$ cat config.mk
export PLATFORM = sky130hd
export DESIGN_NAME = mem_arbiter
export DESIGN_NICKNAME = d
export VERILOG_FILES = /design/src/rtl/mem_arbiter.sv
export SDC_FILE = /design/constraint.sdc
export NUM_CORES = 1
export LEC_CHECK = 0
export CAP_MARGIN = 40
export CORE_AREA = 2 2 105 107
export DETAILED_ROUTE_END_ITERATION = 8
export DIE_AREA = 0 0 107 109
export PLACE_DENSITY = 0.71
export SYNTH_ARGS = -nofsm -noshare
export SYNTH_HDL_FRONTEND = slang
export SYNTH_SLANG_ARGS = --single-unit
export TNS_END_PERCENT = 10
$ cat constraint.sdc
create_clock -name CLK -period 2.07 [get_ports CLK]
set_input_delay 0.414 -clock CLK [delete_from_list [all_inputs] [get_ports CLK]]
set_output_delay 0.414 -clock CLK [all_outputs]
set_load 0.1 [all_outputs]
$ cat src/rtl/mem_arbiter.sv
`default_nettype none
// ============================================================================
// mem_arbiter : serialises icache/dcache word requests onto one RAM port
// Revision    : 1.0
// ============================================================================
module mem_arbiter #(
  parameter int ADDR_W       = 32,
  parameter int DATA_W       = 32,
  parameter int STARVE_LIMIT = 4
) (
  input  logic              CLK,
  input  logic              nRST,
  input  logic              iREN,
  input  logic [ADDR_W-1:0] iaddr,
  output logic [DATA_W-1:0] iload,
  output logic              iwait,
  input  logic              dREN,
  input  logic              dWEN,
  input  logic [ADDR_W-1:0] daddr,
  input  logic [DATA_W-1:0] dstore,
  output logic [DATA_W-1:0] dload,
  output logic              dwait,
  output logic              ramREN,
  output logic              ramWEN,
  output logic [ADDR_W-1:0] ramaddr,
  output logic [DATA_W-1:0] ramstore,
  input  logic [DATA_W-1:0] ramload,
  input  logic [1:0]        ramstate,
  output logic              ram_err
);

  localparam int         CNT_W      = $clog2(STARVE_LIMIT + 1);
  localparam logic [1:0] RAM_ACCESS = 2'd2;
  localparam logic [1:0] RAM_ERROR  = 2'd3;

  typedef enum logic [1:0] {
    IDLE   = 2'd0,
    DGRANT = 2'd1,
    IGRANT = 2'd2
  } state_t;

  state_t           state;
  logic [CNT_W-1:0] starve_cnt;

  logic d_req;
  logic access;
  logic starve_full;

  assign d_req       = dREN | dWEN;
  assign access      = (ramstate == RAM_ACCESS);
  assign starve_full = (starve_cnt == CNT_W'(STARVE_LIMIT));

  assign iload = ramload;
  assign dload = ramload;

  always_ff @(posedge CLK or negedge nRST) begin
    if (!nRST) begin
      state      <= IDLE;
      starve_cnt <= '0;
      ram_err    <= 1'b0;
    end else begin
      if (ramstate == RAM_ERROR)
        ram_err <= 1'b1;
      unique case (state)
        IDLE: begin
          if (d_req && !(iREN && starve_full))
            state <= DGRANT;
          else if (iREN)
            state <= IGRANT;
        end
        DGRANT: begin
          // A dropped request aborts without touching the starvation count
          if (!d_req) begin
            state <= IDLE;
          end else if (access) begin
            state <= IDLE;
            if (iREN) begin
              if (!starve_full)
                starve_cnt <= starve_cnt + CNT_W'(1);
            end else begin
              starve_cnt <= '0;
            end
          end
        end
        IGRANT: begin
          if (!iREN) begin
            state <= IDLE;
          end else if (access) begin
            state      <= IDLE;
            starve_cnt <= '0;
          end
        end
        default: state <= IDLE;
      endcase
    end
  end

  // RAM controls follow the live request so an abort or reset drops them at once
  always_comb begin
    ramREN   = 1'b0;
    ramWEN   = 1'b0;
    ramaddr  = '0;
    ramstore = '0;
    iwait    = 1'b1;
    dwait    = 1'b1;
    unique case (state)
      DGRANT: begin
        ramaddr  = daddr;
        ramstore = dstore;
        ramWEN   = dWEN;
        ramREN   = dREN & ~dWEN;
        dwait    = ~(d_req & access);
      end
      IGRANT: begin
        ramaddr = iaddr;
        ramREN  = iREN;
        iwait   = ~(iREN & access);
      end
      default: ;
    endcase
  end

endmodule
`default_nettype wire

==> reports/metrics.cfg, run 1 <==
[timing]
fmax_mhz = 487.9
slew_headroom = 0.7962
period_needed_ps = 2049
finalCritPeriodShare = 0.9901
setup_viol = 0
worstMarginPinSlew_ps = 301.5
hold_viol_final = 0
fin_skew_ps = 1.353
rsz0062_at_grt = true
slew_viol_final = 0

[clock_tree]
clock_sinks = 6
ctsLongestPathBuffers = 2
tritoncts = done
clock_latency_ps = 230
cts_htree_levels = 1
path_clk_slew_ps = 40
cts-buffers-inserted = 3
cts-root-buf = clkbuf_8

[worst_setup_path]
start_kind = register
crit_fanout = 21
critPathCaptureType = output port
worstPathArrival_ps = 1640
required_ps = 1660
worstSetupPathType = reg -> out

[placement]
port_buffers = 171
place.gp.congestion = 0.8258
dp_cells = 462
dp_hpwl_um = 5995

[route]
vias = 1957
drtAntennaViolNets = 0
via_per_inst = 4.155
wl_per_cell_um = 16.60
drtIter0Drc = 60
route.detailed.drc = 0
firstDrtPassIters = 4
wl_um = 7820

[global_routing]
first_global_vias = 2021
grt_first_pass_wirelength_um = 10920
grt_antenna_before_repair = 0
grt_usage = 0.1208
grt-ovfl-total = 0
grt_max_degree = 43

[yosys]
synth.avg_cell_area_um2 = 7.389
ys_warn_count = 0
yosysUniqueCellTypes = 28
ys_seq_area_frac = 0.09112
synthTopCellsByArea = buf_4 30%, a22oi_1 15%, and2_1 13%, nor2b_1 13%, dfrtp_1 9.1%
async_flop_share = 1.000
synth_edf_count = 0
synth.net_count = 364
ys_dominant_reg_cell = dfrtp_1
synth_seq_cells = 6
synthCells = 223
yosysTopAreaCell = buf_4
synthDominantCellAreaShare = 0.2961
syn_area_mm2 = 0.001648
yosysMostFrequentCell = buf_4
netlist_top_cells_count = 65 x buf_4, 33 x and2_1, 33 x nor2b_1, 32 x a22oi_1, 9 x clkbuf_1

[die]
core_mm2 = 0.01060
die_area_mm2 = 0.01166
fp.dieH_um = 109
fp.dieW_um = 107
initial_core_util = 0.1554
rows = 38
ioPinCount = 268

[layout]
drive_above_1_share = 0.4230
fillers = 1020
ff_latch_area_um2 = 152.6
instances_no_fill = 471
multiInputGateArea_mm2 = 0.001215
syn_to_final_growth_pct = 156.9
antenna_cells = 0
fin_nets = 474

[job]
maxCapViolations = 0

[power_and_ir_drop]
finalPower_mw = 7.419
ir_worst_vdd_mv = 0.9841
p_leak_nw = 1.619
power.density_mw_per_mm2 = 1753

[worst_hold_path]
min_path_type = in -> async

[status]
status = complete, no violations

critical path: stages (launching register included):
cell and delay (ps):
dfrtp_2 440, inv_2 110, ha_4 190, buf_4 140
clkbuf_16 160, and2_1 180, buf_12 190
registers in the layout, indices dropped and copies added (netlist names):
| register | flops |
|---|---|
| starve_cnt | 3 |
| state | 2 |
| ram_err | 1 |
layout make-up:
type                       count  share of cell area
timing repair buffer         185              0.6216
multi-input combinational    133              0.2870
tap                          140             0.04138
sequential                     6             0.03606
clock buffer                   3            0.009755
inverter                       4            0.004138
placed cells by master (no fill, tap or decap):
cell type,n
inv_1,2
nand3_1,2
or3b_1,1
ha_4,3
nand3b_1,2
a21boi_4,1
o21ai_0,5
clkdlybuf4s50_1,102
nor2b_2,13
nor2b_1,1
o2bb2ai_1,1
and2_1,33
nand4b_1,2
inv_4,1
ha_1,3
and4_4,1
a211oi_1,1
nor4b_1,1
nand2_1,2
nand4_1,1
a22oi_2,12
o21ai_1,1
dfrtp_2,2
clkbuf_16,1
buf_12,74
buf_16,2
o21ai_2,1
mux2_1,1
a22oi_1,20
nor2b_4,19
nand2b_1,3
dfrtp_1,4
clkbuf_8,3
a21o_1,1
mux2i_1,1
buf_6,1
buf_4,5
inv_2,1
o211ai_1,1
power by group:
| group | switching (mW) | leakage (nW) | internal [mW] | total [mW] |
|---|---|---|---|---|
| Sequential | 0.0469 | 0.0710 | 0.159 | 0.206 |
| Combinational | 4.25 | 1.53 | 2.78 | 7.03 |
| Clock | 0.0564 | 0.0216 | 0.125 | 0.182 |
cell families after synthesis:
logic type               Yosys count  synth area share
AND/OR/NAND/NOR                   81            0.3136
flip-flops                         6           0.09111
AO/OA/AOI/OAI                     44            0.1929
multiplexers                       2           0.01291
adder cells (fa/ha/maj)            6           0.04556
buffers and inverters             84            0.3440
stage by stage:
step                instance area [um2]  setup slack, ps  utilization  TNS [ps]  hold WS (ps)
global route                       4233           -50.25       0.3992    -814.9         452.7
floorplan                          1764           -259.0            -    -13090         118.4
detailed placement                 3877            97.52       0.3657         0         455.1
CTS                                4024           -15.87       0.3795    -85.61         438.2
global placement                   3877            133.9       0.3657         0         444.7
finish                             4233            20.57       0.3992         0         436.0
final timing paths:
path,from,endpoint,slack (ps),cells past startpoint
max in group asynchronous,nRST,state[1],1390,1
setup reg to reg,state[1],starve_cnt[0],210,8
setup / recovery,state[1],ramstore[13],20,6
min in group CLK,ram_err,ram_err,460,1
hold reg to reg,ram_err,ram_err,460,1
hold / removal,nRST,starve_cnt[2],440,1
repair_timing:
action                     CTS  global route
gates cloned                 2             2
pin swaps                    0             4
gates resized for setup     14            33
setup endpoints to repair   20            33
setup buffers                0             2
hold buffers                 0             0
routing by layer:
metal | vias to the layer above | track usage | wire [um]
met3 | 10 | 0.03527 | 587
met2 | 125 | 0.2311 | 4358
li1 | 909 | - | -
met4 | 0 | 0.03896 | 104
met1 | 913 | 0.1264 | 2770
met5 | - | 0 | 0
(Power assumes the default switching activity.)
==> run 2, diff against run 1 <==
==> constraint.sdc (replaced) <==
create_clock -name CLK -period 2.07 [get_ports CLK]
set_input_delay 0.3105 -clock CLK [delete_from_list [all_inputs] [get_ports CLK]]
set_output_delay 0.3105 -clock CLK [all_outputs]
set_load 0.1 [all_outputs]
==> reports/metrics.cfg, run 2 (synthesized netlist as in run 1, its figures left out) <==
[layout]
drive_above_1_share = 0.3529  ; -0.07002
final_cell_mix = 102 x clkdlybuf4s50_1, 70 x buf_12, 33 x and2_1
top_regs = starve_cnt x3, state x2, ram_err x1
fillers = 1042  ; +2.2%
regMostFlops = starve_cnt
antenna_cells = 0  ; unchanged
final_common_cell = clkdlybuf4s50_1
largest_register_ffs = 3  ; unchanged
syn_to_final_growth_pct = 136.6
fin_nets = 466  ; -1.7%

[route]
via_per_inst = 4.045  ; -2.6%
firstDrtPassIters = 4  ; unchanged
wl_per_cell_um = 15.15  ; -8.7%
drtAntennaViolNets = 0  ; unchanged
wl_um = 7016  ; -10%
vias = 1873  ; -4.3%
route.detailed.drc = 0  ; unchanged
drtIter0Drc = 37  ; -38%

[placement]
dp_hpwl_um = 6020  ; +0.41%
place_ws_ps = 248.8  ; +151.2 ps
place.gp.congestion = 0.8580  ; +3.9%
port_buffers = 171  ; unchanged

[worst_hold_path]
min_path_type = in -> async

[worst_setup_path]
r2r-start = state[1]
cp_common_cell = buf_12
start_kind = register
path_cells = inv_1 -> ha_2 -> buf_12 -> nand3b_1 -> a21boi_4 -> buf_12
worstRegToRegCells = 7  ; -1
critPathCaptureType = output port
worstPathArrival_ps = 1700  ; +60 ps
required_ps = 1760  ; +100 ps
crit_fanout = 29  ; +38%
rrSetupSlack_ps = 250  ; +40 ps
worstSetupPathType = reg -> out
worst_path_max_delay_cell = dfrtp_1
timing.rr.end = starve_cnt[0]
cpPeakStageDelay_ps = 420  ; -20 ps

[die]
die_area_mm2 = 0.01166  ; unchanged
fp.dieW_um = 107  ; unchanged
rows = 38  ; unchanged
core_mm2 = 0.01060  ; unchanged
initial_core_util = 0.1554  ; unchanged
fp.dieH_um = 109  ; unchanged
ioPinCount = 268  ; unchanged

[timing]
slew_viol_final = 0  ; unchanged
finalCritPeriodShare = 0.9728  ; -0.01727
worstMarginPinSlew_ps = 342.6  ; +41.14 ps
hold_viol_final = 0  ; unchanged
setup_viol = 0  ; unchanged
fin_skew_ps = 2.570  ; +1.218 ps
layout_setup_ws_ps = 56.32  ; +35.74 ps
rsz0062_at_grt = true
fin_setup_tns_ps = 0  ; unchanged
slew_headroom = 0.7684  ; -0.02782
fmax_mhz = 496.6  ; +1.8%
period_needed_ps = 2014  ; -35.74 ps

[global_routing]
grt_usage = 0.1142  ; -0.006549
grt-ovfl-total = 0  ; unchanged
grt_max_degree = 43  ; unchanged
first_global_vias = 1927  ; -4.7%
grt_antenna_before_repair = 0  ; unchanged
grt_first_pass_wirelength_um = 10520  ; -3.7%

[status]
status = complete, no violations

[job]
maxCapViolations = 0  ; unchanged

[power_and_ir_drop]
finalPower_mw = 6.762  ; -8.9%
ir_worst_vdd_mv = 0.8331  ; -15%
p_leak_nw = 1.494  ; -7.7%
power.density_mw_per_mm2 = 1734  ; -1.0%

[clock_tree]
ctsLongestPathBuffers = 2  ; unchanged
cts-buffers-inserted = 3  ; unchanged
cts-root-buf = clkbuf_8
cts_htree_levels = 1  ; unchanged
cts_hold_buf = 0  ; unchanged
path_clk_slew_ps = 40  ; about the same
clock_sinks = 6  ; unchanged
clock_latency_ps = 230  ; about the same
tritoncts = done

[run 2: metal layers]
layer,global-route usage,part of all wire,routed length (um)
met4,0.02597,0.0068,48
met5,0,0,0
met2,0.2316,0.57,3992
met3,0.02690,0.078,545
met1,0.1174,0.35,2430
[run 2: repair_timing]
| item | CTS | global route |
|---|---|---|
| resized for setup | 0 | 2 |
| buffers inserted | 0 | 0 |
| endpoints found under the setup margin | 0 | 24 |
[run 2: through the flow]
stage	util	area [um2]	cells	hold WS [ps]
after floorplan	-	1764	223	14.91
after global routing	0.3677	3899	463	359.9
after detailed placement	0.3631	3850	460	461.6
final	0.3677	3899	463	348.9
after global placement	0.3631	3850	460	438.5
after CTS	0.3670	3891	463	353.7
[run 2: worst max-delay path: cells and delay by family (launching register included)]
| kind | cells | cell delay, ps |
|---|---|---|
| buffers and inverters | 3 | 470 |
| flip-flops | 1 | 420 |
| adder cells (fa/ha/maj) | 1 | 230 |
| AO/OA/AOI/OAI | 1 | 210 |
| AND/OR/NAND/NOR | 1 | 140 |
[run 2: layout make-up]
type                            count  area [um2]  area share
Timing Repair Buffer              177        2467      0.6329
Multi-Input combinational cell    133        1050      0.2693
Tap cell                          140       175.2     0.04493
Sequential cell                     6       150.1     0.03851
Clock buffer                        3       41.29     0.01059
Inverter                            4       15.01    0.003851
[run 2: how the worst max path moves through the flow]
| stage | slack (ps) | startpoint | cells after the start | end |
|---|---|---|---|---|
| detailed placement | 250 | state[0] | 7 | starve_cnt[0] |
| CTS | 30 | state[0] | 6 | ramREN |
| global route | -30 | state[1] | 6 | ramREN |
| floorplan | -160 | state[1] | 6 | ramaddr[16] |
| global placement | 280 | iREN | 4 | ramREN |
| finish | 60 | state[1] | 6 | ramREN |
[run 2: power by group]
| group | switching, mW | internal (mW) | total [mW] | leakage (nW) |
|---|---|---|---|---|
| clock network | 0.0551 | 0.125 | 0.180 | 0.0216 |
| logic | 4.03 | 2.36 | 6.39 | 1.40 |
| registers | 0.0348 | 0.157 | 0.191 | 0.0737 |
==> run 3, diff against run 2 <==
- GPL_ROUTABILITY_DRIVEN: not set -> 0
==> results of run 3 <==
No change in the layout: final DEF, timing and power equal those of run 2.
